`config.mk`:
```
export PLATFORM = sky130hd
export DESIGN_NAME = sm83_fetch_decode
export DESIGN_NICKNAME = d
export VERILOG_FILES = /design/src/rtl/sm83_pkg.sv /design/src/rtl/sm83_fetch_decode.sv
export SDC_FILE = /design/constraint.sdc
export NUM_CORES = 1
export LEC_CHECK = 0
export ABC_AREA = 0
export BUFFER_PORTS_ARGS = -buffer_cell sky130_fd_sc_hd__buf_4
export CAP_MARGIN = 20
export CORE_MARGIN = 2
export CORE_UTILIZATION = 45
export DETAILED_ROUTE_END_ITERATION = 7
export GPL_ROUTABILITY_DRIVEN = 0
export PLACE_DENSITY_LB_ADDON = 0.3
export SLEW_MARGIN = 10
export SYNTH_ARGS = -nofsm -noshare
export SYNTH_HDL_FRONTEND = slang
export SYNTH_SLANG_ARGS = --single-unit
```
`constraint.sdc`:
```
create_clock -name clk -period 3.1 [get_ports clk]
set_input_delay 0.465 -clock clk [delete_from_list [all_inputs] [get_ports clk]]
set_output_delay 0.465 -clock clk [all_outputs]
set_load 0.02 [all_outputs]
```
`src/rtl/sm83_pkg.sv`:
```
// Shared SM83 core types: decoded operation classes passed from fetch/decode to control.
package sm83_pkg;

   typedef enum logic [2:0] {
      CTL_NOP,
      CTL_LD_R8_D8,
      CTL_LD_R16_D16,
      CTL_ALU_R8,
      CTL_CB,
      CTL_ILLEGAL
   } ctl_op_t;

endpackage

```
`src/rtl/sm83_fetch_decode.sv`:
```
// SM83 opcode fetch/decode front end: reads opcode and operand bytes, presents one op to control.
// Optional SM83_CB_PREFIX_EN builds the CB-prefix path (second byte becomes the sub-opcode).
module sm83_fetch_decode
   import sm83_pkg::*;
#(
   parameter logic [15:0] RESET_PC = 16'h0000
) (
   input  logic        clk,
   input  logic        rst_n,
   output logic [15:0] mem_addr,
   output logic        mem_rd,
   input  logic [7:0]  mem_rdata,
   input  logic        pc_load,
   input  logic [15:0] pc_wdata,
   output logic        op_valid,
   input  logic        op_ready,
   output ctl_op_t     ctl_op,
   output logic [7:0]  opcode,
   output logic [15:0] imm,
   output logic [15:0] pc
);

   typedef enum logic [2:0] {
      StFetch,
      StDec,
      StImm0,
      StImm1,
`ifdef SM83_CB_PREFIX_EN
      StCbop,
`endif
      StHold
   } state_t;

   state_t  state;
   ctl_op_t rdata_op;
   logic    rd_req;

   function automatic ctl_op_t decode(input logic [7:0] b);
      ctl_op_t op;
      op = CTL_ILLEGAL;
      if (b == 8'h00) begin
         op = CTL_NOP;
      end else if (b[7:6] == 2'b00 && b[2:0] == 3'b110 && b != 8'h36) begin
         op = CTL_LD_R8_D8;
      end else if (b[7:6] == 2'b00 && b[3:0] == 4'h1) begin
         op = CTL_LD_R16_D16;
      end else if (b[7:6] == 2'b10) begin
         op = CTL_ALU_R8;
`ifdef SM83_CB_PREFIX_EN
      end else if (b == 8'hCB) begin
         op = CTL_CB;
`endif
      end
      return op;
   endfunction

   function automatic logic [1:0] op_len(input ctl_op_t op);
      logic [1:0] len;
      case (op)
         CTL_LD_R8_D8, CTL_CB: len = 2'd2;
         CTL_LD_R16_D16:       len = 2'd3;
         default:              len = 2'd1;
      endcase
      return len;
   endfunction

   always_comb rdata_op = decode(mem_rdata);

   // The DEC-state read depends on the opcode arriving this cycle.
   always_comb begin
      rd_req = 1'b0;
      case (state)
         StFetch: rd_req = 1'b1;
         StDec:   rd_req = (op_len(rdata_op) != 2'd1);
         StImm0:  rd_req = (ctl_op == CTL_LD_R16_D16);
         default: rd_req = 1'b0;
      endcase
   end

   assign mem_rd   = rd_req & rst_n;
   assign mem_addr = pc;
   assign op_valid = (state == StHold);

   always_ff @(posedge clk or negedge rst_n) begin
      if (!rst_n) begin
         state  <= StFetch;
         pc     <= RESET_PC;
         ctl_op <= CTL_NOP;
         opcode <= 8'h00;
         imm    <= 16'h0000;
      end else if (pc_load) begin
         // Redirect wins everywhere; any read issued this cycle is simply never latched.
         pc    <= pc_wdata;
         state <= StFetch;
      end else begin
         case (state)
            StFetch: begin
               pc    <= pc + 16'd1;
               state <= StDec;
            end
            StDec: begin
               ctl_op <= rdata_op;
               opcode <= mem_rdata;
               if (op_len(rdata_op) == 2'd1) begin
                  state <= StHold;
               end else begin
                  pc <= pc + 16'd1;
`ifdef SM83_CB_PREFIX_EN
                  state <= (rdata_op == CTL_CB) ? StCbop : StImm0;
`else
                  state <= StImm0;
`endif
               end
            end
            StImm0: begin
               imm <= {8'h00, mem_rdata};
               if (ctl_op == CTL_LD_R16_D16) begin
                  pc    <= pc + 16'd1;
                  state <= StImm1;
               end else begin
                  state <= StHold;
               end
            end
            StImm1: begin
               imm[15:8] <= mem_rdata;
               state     <= StHold;
            end
`ifdef SM83_CB_PREFIX_EN
            StCbop: begin
               opcode <= mem_rdata;
               state  <= StHold;
            end
`endif
            StHold: begin
               if (op_ready) state <= StFetch;
            end
            default: state <= StFetch;
         endcase
      end
   end

endmodule
```
==> impl_results.html, run 1 <==
<table>
<tr><th>Metric</th><th>Value</th></tr>
<tr><th colspan="2">Clock network</th></tr>
<tr><td>Clk_lat worst skew</td><td>around 310 ps</td></tr>
<tr><td>H-tree depth</td><td>2</td></tr>
<tr><td>Clock-pin slew of the registers on the worst-case setup and hold paths</td><td>~90 ps</td></tr>
<tr><td>Post CTS Setup Buffer Count</td><td>0</td></tr>
<tr><td>Number of buffers created by CTS</td><td>5</td></tr>
<tr><td>Clock buffer depth</td><td>2</td></tr>
<tr><td>Post_cts resized</td><td>0</td></tr>
<tr><td>TritonCTS clock tree</td><td>yes</td></tr>
<tr><td>Post-CTS Hold Buffers</td><td>0</td></tr>
<tr><td># clock sinks</td><td>46</td></tr>
<tr><td>Master cell of the clock root buffer</td><td>clkbuf_8</td></tr>
<tr><th colspan="2">Synth</th></tr>
<tr><td>Synthesized area divided by synthesized cell count</td><td>9.51 sq um</td></tr>
<tr><td>Post-synth EDFFs</td><td>0</td></tr>
<tr><td>Post-synthesis instance area</td><td>around 2500 sq um</td></tr>
<tr><td>Number of unique standard cell types used by synthesis</td><td>slightly above 50</td></tr>
<tr><td>Total number of yosys warnings</td><td>0</td></tr>
<tr><td>Post-synthesis sequential area ratio</td><td>between 40% and 50%</td></tr>
<tr><td>Async set or reset register ratio after synthesis</td><td>between 90% and 100%</td></tr>
<tr><td>Post-synthesis cell count</td><td>260</td></tr>
<tr><td>Number of nets in the synthesized netlist</td><td>289</td></tr>
<tr><td>Register bit total from synthesis</td><td>46</td></tr>
<tr><td>Main synth FF type</td><td>dfrtp_1</td></tr>
<tr><th colspan="2">STA</th></tr>
<tr><td>Number of setup violations in the final report</td><td>0</td></tr>
<tr><td>Final Skew</td><td>slightly below 6 ps</td></tr>
<tr><td>Setup repair after global routing missed its margin</td><td>no</td></tr>
<tr><td>Hold Slack</td><td>approximately 160 ps</td></tr>
<tr><td>Max-slew violations</td><td>0</td></tr>
<tr><td>Fin crit share</td><td>about four fifths</td></tr>
<tr><td>Fmax achieved</td><td>between 300 and 400 MHz</td></tr>
<tr><td>Shortest period the worst path allows</td><td>between 2000 and 3000 ps</td></tr>
<tr><td>Setup TNS</td><td>0 ps</td></tr>
<tr><td>Worst slew slack as a fraction of its limit</td><td>60.4%</td></tr>
<tr><td>Worst-margin pin slew</td><td>roughly 590 ps</td></tr>
<tr><td>Number of hold violations in the final report</td><td>0</td></tr>
<tr><th colspan="2">Cells and area</th></tr>
<tr><td>Final standard cell count with taps included and fillers excluded</td><td>between 400 and 500</td></tr>
<tr><td>Fraction of final layout cells sized beyond drive strength 1</td><td>about a third</td></tr>
<tr><td>Number of nets in the layout</td><td>360</td></tr>
<tr><td>Footprint of the flip-flops and latches</td><td>~1200 sq um</td></tr>
<tr><td>Leading cell type in the layout, fill and taps excluded</td><td>buf_4</td></tr>
<tr><td>Area occupied by multi-input gates</td><td>about 1100 sq um</td></tr>
<tr><td>Area delta synth-&gt;final</td><td>28.1%</td></tr>
<tr><td>Leading cell types in the layout, fill and taps excluded</td><td>91 x buf_4, 60 x nand2_1, 46 x dfrtp_1</td></tr>
<tr><td>Diode insertion count for antenna repair</td><td>0</td></tr>
<tr><td>Fill count</td><td>about 480</td></tr>
<tr><th colspan="2">GRT</th></tr>
<tr><td>Pin count of the biggest net entering global routing</td><td>48</td></tr>
<tr><td>Antenna violations before repair</td><td>0</td></tr>
<tr><td>Vias in the first global route</td><td>1872</td></tr>
<tr><td>Total routing usage reported by global routing</td><td>19.6%</td></tr>
<tr><td>Wire length of the first global-routing pass</td><td>approximately 9400 microns</td></tr>
<tr><td>Sum of overflow across all layers after global routing</td><td>0</td></tr>
<tr><th colspan="2">Detailed routing</th></tr>
<tr><td>Number of vias in the routed layout</td><td>between 2000 and 2500</td></tr>
<tr><td>Aggregate routed wire length</td><td>roughly 5700 microns</td></tr>
<tr><td>Vias per cell</td><td>between 5 and 6</td></tr>
<tr><td>Drc violations</td><td>0</td></tr>
<tr><td>Routed wire per std cell</td><td>approximately 14 microns</td></tr>
<tr><td>Drt first-iter violations</td><td>about 130</td></tr>
<tr><td>Residual antenna-violating net count after detailed routing</td><td>0</td></tr>
<tr><td>TritonRoute pass-1 iters</td><td>4</td></tr>
<tr><th colspan="2">Power</th></tr>
<tr><td>Proportion of power drawn by the clock network</td><td>roughly a quarter</td></tr>
<tr><td>Leakage</td><td>between 1 and 1.5 nW</td></tr>
<tr><td>Switching power as a share of total power</td><td>between 30% and 40%</td></tr>
<tr><td>Cell Int Power</td><td>1.06 mW</td></tr>
<tr><td>Max rail drop VDD</td><td>around 0.31 mV</td></tr>
<tr><td>Share of power burned in combinational logic</td><td>a little under a third</td></tr>
<tr><td>Part of the total power dissipated in sequential elements</td><td>45.8%</td></tr>
<tr><td>Power per cell area</td><td>~520 nW/um^2</td></tr>
<tr><td>Sw power</td><td>about 0.58 mW</td></tr>
<tr><th colspan="2">Floorplanning</th></tr>
<tr><td>Count of boundary I/O pins</td><td>89</td></tr>
<tr><td>Starting utilization of the core area</td><td>between 40 and 50%</td></tr>
<tr><td>Core box area</td><td>around 5200 sq um</td></tr>
<tr><td>Overall die width</td><td>78.1 microns</td></tr>
<tr><td>Floorplan die area</td><td>6100 sq um</td></tr>
<tr><td>Total number of placement rows</td><td>26</td></tr>
<tr><td>Die outline height</td><td>78.1 microns</td></tr>
<tr><th colspan="2">Placement</th></tr>
<tr><td>Port Buf Inserts</td><td>88</td></tr>
<tr><td>Placed cell count</td><td>394</td></tr>
<tr><td>Sum of net half-perimeters after detailed placement</td><td>~4200 microns</td></tr>
<tr><th colspan="2">Hold path</th></tr>
<tr><td>Worst hold path type</td><td>input pin to async pin</td></tr>
<tr><th colspan="2">Worst setup path</th></tr>
<tr><td>CP arrival</td><td>2060 ps</td></tr>
<tr><td>Sequence of cells on the critical path</td><td>or4b_4, a21oi_1, o21ai_1, nor2_1, buf_4</td></tr>
<tr><td>Slowest library cell on the worst path</td><td>or4b_4</td></tr>
<tr><td>Critical path launch point type</td><td>register</td></tr>
<tr><td>Top fanout value on the critical path</td><td>4</td></tr>
<tr><td>Largest stage delay on the critical path</td><td>around 600 ps</td></tr>
<tr><td>Worst Setup End Kind</td><td>primary output</td></tr>
<tr><td>CP required</td><td>between 2000 and 3000 ps</td></tr>
<tr><td>Type of the worst setup path</td><td>register to primary output</td></tr>
<tr><th colspan="2">Outcome</th></tr>
<tr><td>Run status</td><td>completed</td></tr>
<tr><th colspan="2">Run</th></tr>
<tr><td>Max-cap viol count</td><td>0</td></tr>
</table>
==> cell type report <==
class | instances | share of cell area, %
Tap cell | 70 | 2.77
Inverter | 6 | 0.711
Clock buffer | 5 | 2.17
Multi-Input combinational cell | 181 | 35.6
Sequential cell | 46 | 36.3
Clock inverter | 3 | 0.790
Timing Repair Buffer | 91 | 21.6
==> worst max-delay path: cells and delay by family, from the launching register on <==
kind	cells	cell delay (ps)
DFF	1	430
buffers and inverters	1	150
AOI/OAI and AO/OA	2	430
and+or+nand+nor	2	740
==> metal layers <==
metal	GRT usage (%)	part of all wire (%)	vias to the layer above
li1	-	-	1037
met1	30.0	47	942
met2	27.7	45	61
met3	5.06	7.1	5
met4	4.56	0.68	0
met5	0	0	-
==> cells in the mapped netlist (2+ instances only) <==
cell type	instances	area [sq um]
o31ai_1	2	15.0
o211ai_1	2	15.0
buf_4	16	120
nand2_1	60	225
nand4_1	4	25.0
or4_1	2	15.0
inv_1	5	18.8
a21oi_1	5	25.0
nor3b_1	2	15.0
nor3_1	4	20.0
xor2_1	6	52.6
and2_1	2	12.5
xnor2_1	4	35.0
a2111oi_1	2	20.0
o21ai_0	10	50.1
nor2_1	14	52.6
a31oi_1	5	31.3
nor4b_1	2	17.5
o21ai_1	11	55.1
nand3_1	4	20.0
a2111oi_4	2	55.1
or3_1	2	12.5
mux2i_1	2	20.0
mux2_2	9	101
o21bai_1	2	15.0
a211o_1	3	26.3
clkbuf_1	9	33.8
dfrtp_1	46	1150
==> path summary, 6_finish.rpt <==
kind                             start      endpoint  slack [ps]  cells past startpoint
hold reg to reg                 imm[9]        imm[9]         480                      2
max in group asynchronous        rst_n        imm[1]        2540                      1
setup reg to reg             ctl_op[0]  mem_addr[14]         750                      5
setup / recovery             ctl_op[0]        mem_rd         580                      5
hold / removal                   rst_n   mem_addr[2]         160                      1
min in group clk           pc_wdata[4]   mem_addr[4]         370                      3
==> stage by stage <==
stage	worst slack (ps)	instance area (sq um)	total power [mW]	utilization, %
5_1_grt	372	3170	1.73	60.8
6_report	576	3170	1.64	60.8
2_1_floorplan	798	2470	1.06	-
3_3_place_gp	534	3070	1.26	59.0
3_5_place_dp	457	3070	1.27	59.0
4_1_cts	560	3170	1.65	60.8
==> cell families (layout without fill, tap and decap cells) <==
| kind of cell | Yosys count | count (layout) | share of synthesized area (%) |
|---|---|---|---|
| AOI/OAI and AO/OA | 54 | 54 | 16.0 |
| DFF | 46 | 46 | 46.6 |
| xor gates and xnor gates | 10 | 10 | 3.54 |
| muxes | 11 | 11 | 4.91 |
| adders and majority gates | 1 | 1 | 0.506 |
| buffers and inverters | 33 | 105 | 7.79 |
| and+or+nand+nor | 105 | 105 | 20.7 |
==> sequential cells by signal, summed over array words and instances (netlist names) <==
name	cells
imm	16
mem_addr	16
opcode	8
ctl_op	3
state	3
==> power groups by stage <==
stage,clock [mW],combinational (mW),sequential (mW)
CTS,0.391,0.511,0.749
finish,0.382,0.506,0.749
global placement,0,0.504,0.758
detailed placement,0,0.510,0.759
global route,0.414,0.550,0.764
floorplan,0,0.229,0.831
Note: power is estimated with default switching activity, not from simulation.
==> run 2, diff against run 1 <==
==> constraint.sdc (replaced) <==
create_clock -name clk -period 2.5 [get_ports clk]
set_input_delay 0.375 -clock clk [delete_from_list [all_inputs] [get_ports clk]]
set_output_delay 0.375 -clock clk [all_outputs]
set_load 0.02 [all_outputs]
==> run 2 against run 1 <==
Compared with the run above:
- hold slack improved by 5.2 ps
- register-to-register slack got worse by 550 ps
- largest cell class unchanged
- highest routed layer unchanged
- cell area rose by 1.4%
==> impl_results.html, run 2 (same netlist as run 1, synthesis figures left out) <==
<table>
<tr><th>Metric</th><th>Value</th></tr>
<tr><th colspan="2">GRT</th></tr>
<tr><td>Pin count of the biggest net entering global routing</td><td>47 (was 48)</td></tr>
<tr><td>Wire length of the first global-routing pass</td><td>9870 microns (was 9430 microns)</td></tr>
<tr><td>Sum of overflow across all layers after global routing</td><td>0 (unchanged)</td></tr>
<tr><td>Antenna violations before repair</td><td>0 (unchanged)</td></tr>
<tr><td>Vias in the first global route</td><td>2033 (was 1872)</td></tr>
<tr><td>Total routing usage reported by global routing</td><td>20.4% (was 19.6%)</td></tr>
<tr><th colspan="2">Worst setup path</th></tr>
<tr><td>CP required</td><td>2120 ps (was 2630 ps)</td></tr>
<tr><td>CP arrival</td><td>1950 ps (was 2060 ps)</td></tr>
<tr><td>Type of the worst setup path</td><td>register to primary output (unchanged)</td></tr>
<tr><td>Sequence of cells on the critical path</td><td>or4b_4, a21oi_2, o21ai_1, nor2_1, buf_4 (was or4b_4, a21oi_1, o21ai_1, nor2_1, buf_4)</td></tr>
<tr><td>Largest stage delay on the critical path</td><td>590 ps (was 600 ps)</td></tr>
<tr><td>Depth of the critical timing path with buffers and inverters included</td><td>5 (unchanged)</td></tr>
<tr><td>Critical path launch point type</td><td>register (unchanged)</td></tr>
<tr><td>Slowest library cell on the worst path</td><td>or4b_4 (unchanged)</td></tr>
<tr><td>Number of buffers and inverters on the critical path</td><td>1 (unchanged)</td></tr>
<tr><td>Family with the most delay on the worst path</td><td>simple AND/OR/NAND/NOR gates (unchanged)</td></tr>
<tr><td>Worst r2r path cells</td><td>5 (unchanged)</td></tr>
<tr><td>Top fanout value on the critical path</td><td>4 (unchanged)</td></tr>
<tr><td>Worst Setup End Kind</td><td>primary output (unchanged)</td></tr>
<tr><th colspan="2">Placement</th></tr>
<tr><td>Sum of net half-perimeters after detailed placement</td><td>4410 microns (was 4180 microns)</td></tr>
<tr><td>Pre-CTS setup slack</td><td>39.6 ps (was 457 ps)</td></tr>
<tr><td>Placed cell count</td><td>399 (was 394)</td></tr>
<tr><td>Port Buf Inserts</td><td>88 (unchanged)</td></tr>
<tr><th colspan="2">Clock network</th></tr>
<tr><td>TritonCTS clock tree</td><td>yes (unchanged)</td></tr>
<tr><td>Clock buffer depth</td><td>2 (unchanged)</td></tr>
<tr><td>Number of buffers created by CTS</td><td>5 (unchanged)</td></tr>
<tr><td>Post-CTS Hold Buffers</td><td>0 (unchanged)</td></tr>
<tr><td>Post_cts resized</td><td>0 (unchanged)</td></tr>
<tr><td>Clock-pin slew of the registers on the worst-case setup and hold paths</td><td>80 ps (was 90 ps)</td></tr>
<tr><td>Clk_lat worst skew</td><td>300 ps (was 310 ps)</td></tr>
<tr><td>Master cell of the clock root buffer</td><td>clkbuf_8 (unchanged)</td></tr>
<tr><td>Post CTS Setup Buffer Count</td><td>0 (unchanged)</td></tr>
<tr><td># clock sinks</td><td>46 (unchanged)</td></tr>
<tr><td>H-tree depth</td><td>2 (unchanged)</td></tr>
<tr><th colspan="2">Detailed routing</th></tr>
<tr><td>Vias per cell</td><td>5.15 (was 5.09)</td></tr>
<tr><td>Drt first-iter violations</td><td>88 (was 134)</td></tr>
<tr><td>Routed wire per std cell</td><td>14.4 microns (was 14.2 microns)</td></tr>
<tr><td>Aggregate routed wire length</td><td>5880 microns (was 5720 microns)</td></tr>
<tr><td>Residual antenna-violating net count after detailed routing</td><td>0 (unchanged)</td></tr>
<tr><td>Number of vias in the routed layout</td><td>2095 (was 2045)</td></tr>
<tr><td>Drc violations</td><td>0 (unchanged)</td></tr>
<tr><td>TritonRoute pass-1 iters</td><td>4 (unchanged)</td></tr>
<tr><th colspan="2">Cells and area</th></tr>
<tr><td>Leading cell type in the layout, fill and taps excluded</td><td>buf_4 (unchanged)</td></tr>
<tr><td>Leading cell types in the layout, fill and taps excluded</td><td>96 x buf_4, 60 x nand2_1, 46 x dfrtp_1 (was 91 x buf_4, 60 x nand2_1, 46 x dfrtp_1)</td></tr>
<tr><td>Final standard cell count with taps included and fillers excluded</td><td>407 (was 402)</td></tr>
<tr><td>Diode insertion count for antenna repair</td><td>0 (unchanged)</td></tr>
<tr><td>Number of nets in the layout</td><td>365 (was 360)</td></tr>
<tr><td>Area delta synth-&gt;final</td><td>29.9% (was 28.1%)</td></tr>
<tr><td>Fraction of final layout cells sized beyond drive strength 1</td><td>36.2% (was 34.9%)</td></tr>
<tr><th colspan="2">STA</th></tr>
<tr><td>Worst slew slack as a fraction of its limit</td><td>61.6% (was 60.4%)</td></tr>
<tr><td>Worst-margin pin slew</td><td>576 ps (was 594 ps)</td></tr>
<tr><td>Setup TNS</td><td>0 ps (unchanged)</td></tr>
<tr><td>Shortest period the worst path allows</td><td>~2300 ps</td></tr>
<tr><td>Number of setup violations in the final report</td><td>0 (unchanged)</td></tr>
<tr><td>Max-slew violations</td><td>0 (unchanged)</td></tr>
<tr><td>Fmax achieved</td><td>around 430 MHz</td></tr>
<tr><td>Final Skew</td><td>6.16 ps (was 5.78 ps)</td></tr>
<tr><td>Fin crit share</td><td>between 90% and 100%</td></tr>
<tr><td>Setup repair after global routing missed its margin</td><td>no (unchanged)</td></tr>
<tr><td>Number of hold violations in the final report</td><td>0 (unchanged)</td></tr>
<tr><td>Final setup slack of the worst path</td><td>173 ps (was 576 ps)</td></tr>
<tr><th colspan="2">Floorplanning</th></tr>
<tr><td>Die outline height</td><td>78.1 microns (unchanged)</td></tr>
<tr><td>Core box area</td><td>5200 sq um (unchanged)</td></tr>
<tr><td>Starting utilization of the core area</td><td>47.5% (unchanged)</td></tr>
<tr><td>Overall die width</td><td>78.1 microns (unchanged)</td></tr>
<tr><td>Floorplan die area</td><td>6100 sq um (unchanged)</td></tr>
<tr><td>Total number of placement rows</td><td>26 (unchanged)</td></tr>
<tr><td>Count of boundary I/O pins</td><td>89 (unchanged)</td></tr>
<tr><th colspan="2">Run</th></tr>
<tr><td>Max-cap viol count</td><td>0 (unchanged)</td></tr>
<tr><th colspan="2">Power</th></tr>
<tr><td>Leakage</td><td>1.51 nW (was 1.49 nW)</td></tr>
<tr><td>Max rail drop VDD</td><td>0.477 mV (was 0.306 mV)</td></tr>
<tr><td>Power per cell area</td><td>627 nW/um^2 (was 517 nW/um^2)</td></tr>
<tr><th colspan="2">Hold path</th></tr>
<tr><td>Worst hold path type</td><td>input pin to async pin (unchanged)</td></tr>
<tr><th colspan="2">Outcome</th></tr>
<tr><td>Run status</td><td>completed (unchanged)</td></tr>
</table>
run 2: changes by cell type in the layout (fill, tap and decap cells not counted), sizes merged:
cell    change
buf         +5
clkinv      +1
inv         -1
run 2: cell type report:
class / count / area (sq um)
fillers: 477 / 1990
well taps: 70 / 87.6
inverters: 6 / 22.5
clock buffers: 5 / 68.8
multi-input cells: 181 / 1140
repair buffers: 96 / 721
clock inverters: 3 / 21.3
flip-flops and latches: 46 / 1150
run 2: worst paths after layout:
path	from	end	slack [ps]
max	ctl_op[0]	mem_rd	170
min reg2reg	opcode[3]	opcode[3]	490
max reg2reg	ctl_op[0]	mem_addr[14]	200
min in group clk	pc_wdata[5]	mem_addr[5]	280
max in group asynchronous	rst_n	state[1]	1950
min	rst_n	mem_addr[0]	160
run 2: report_power, final:
group | total [mW] | switching, mW | internal [mW]
combinational | 0.633 | 0.358 | 0.275
sequential | 0.928 | 0.0946 | 0.834
clock | 0.453 | 0.256 | 0.196
run 2: metal layers:
layer / GRT usage (%) / vias to the layer above / part of all wire [%]
met3: 3.56 / 7 / 5.2
met4: 6.49 / 0 / 1.3
met1: 28.6 / 983 / 46
li1: - / 1049 / -
met5: 0 / - / 0
met2: 32.3 / 56 / 48
run 2: stage by stage:
stage	area (sq um)	utilization [%]	power, mW	hold WS, ps
3_5_place_dp	3110	59.8	1.58	463
6_report	3210	61.7	2.01	165
3_3_place_gp	3110	59.8	1.57	462
2_1_floorplan	2470	-	1.31	79.4
5_1_grt	3210	61.7	2.12	215
4_1_cts	3200	61.5	2.03	177
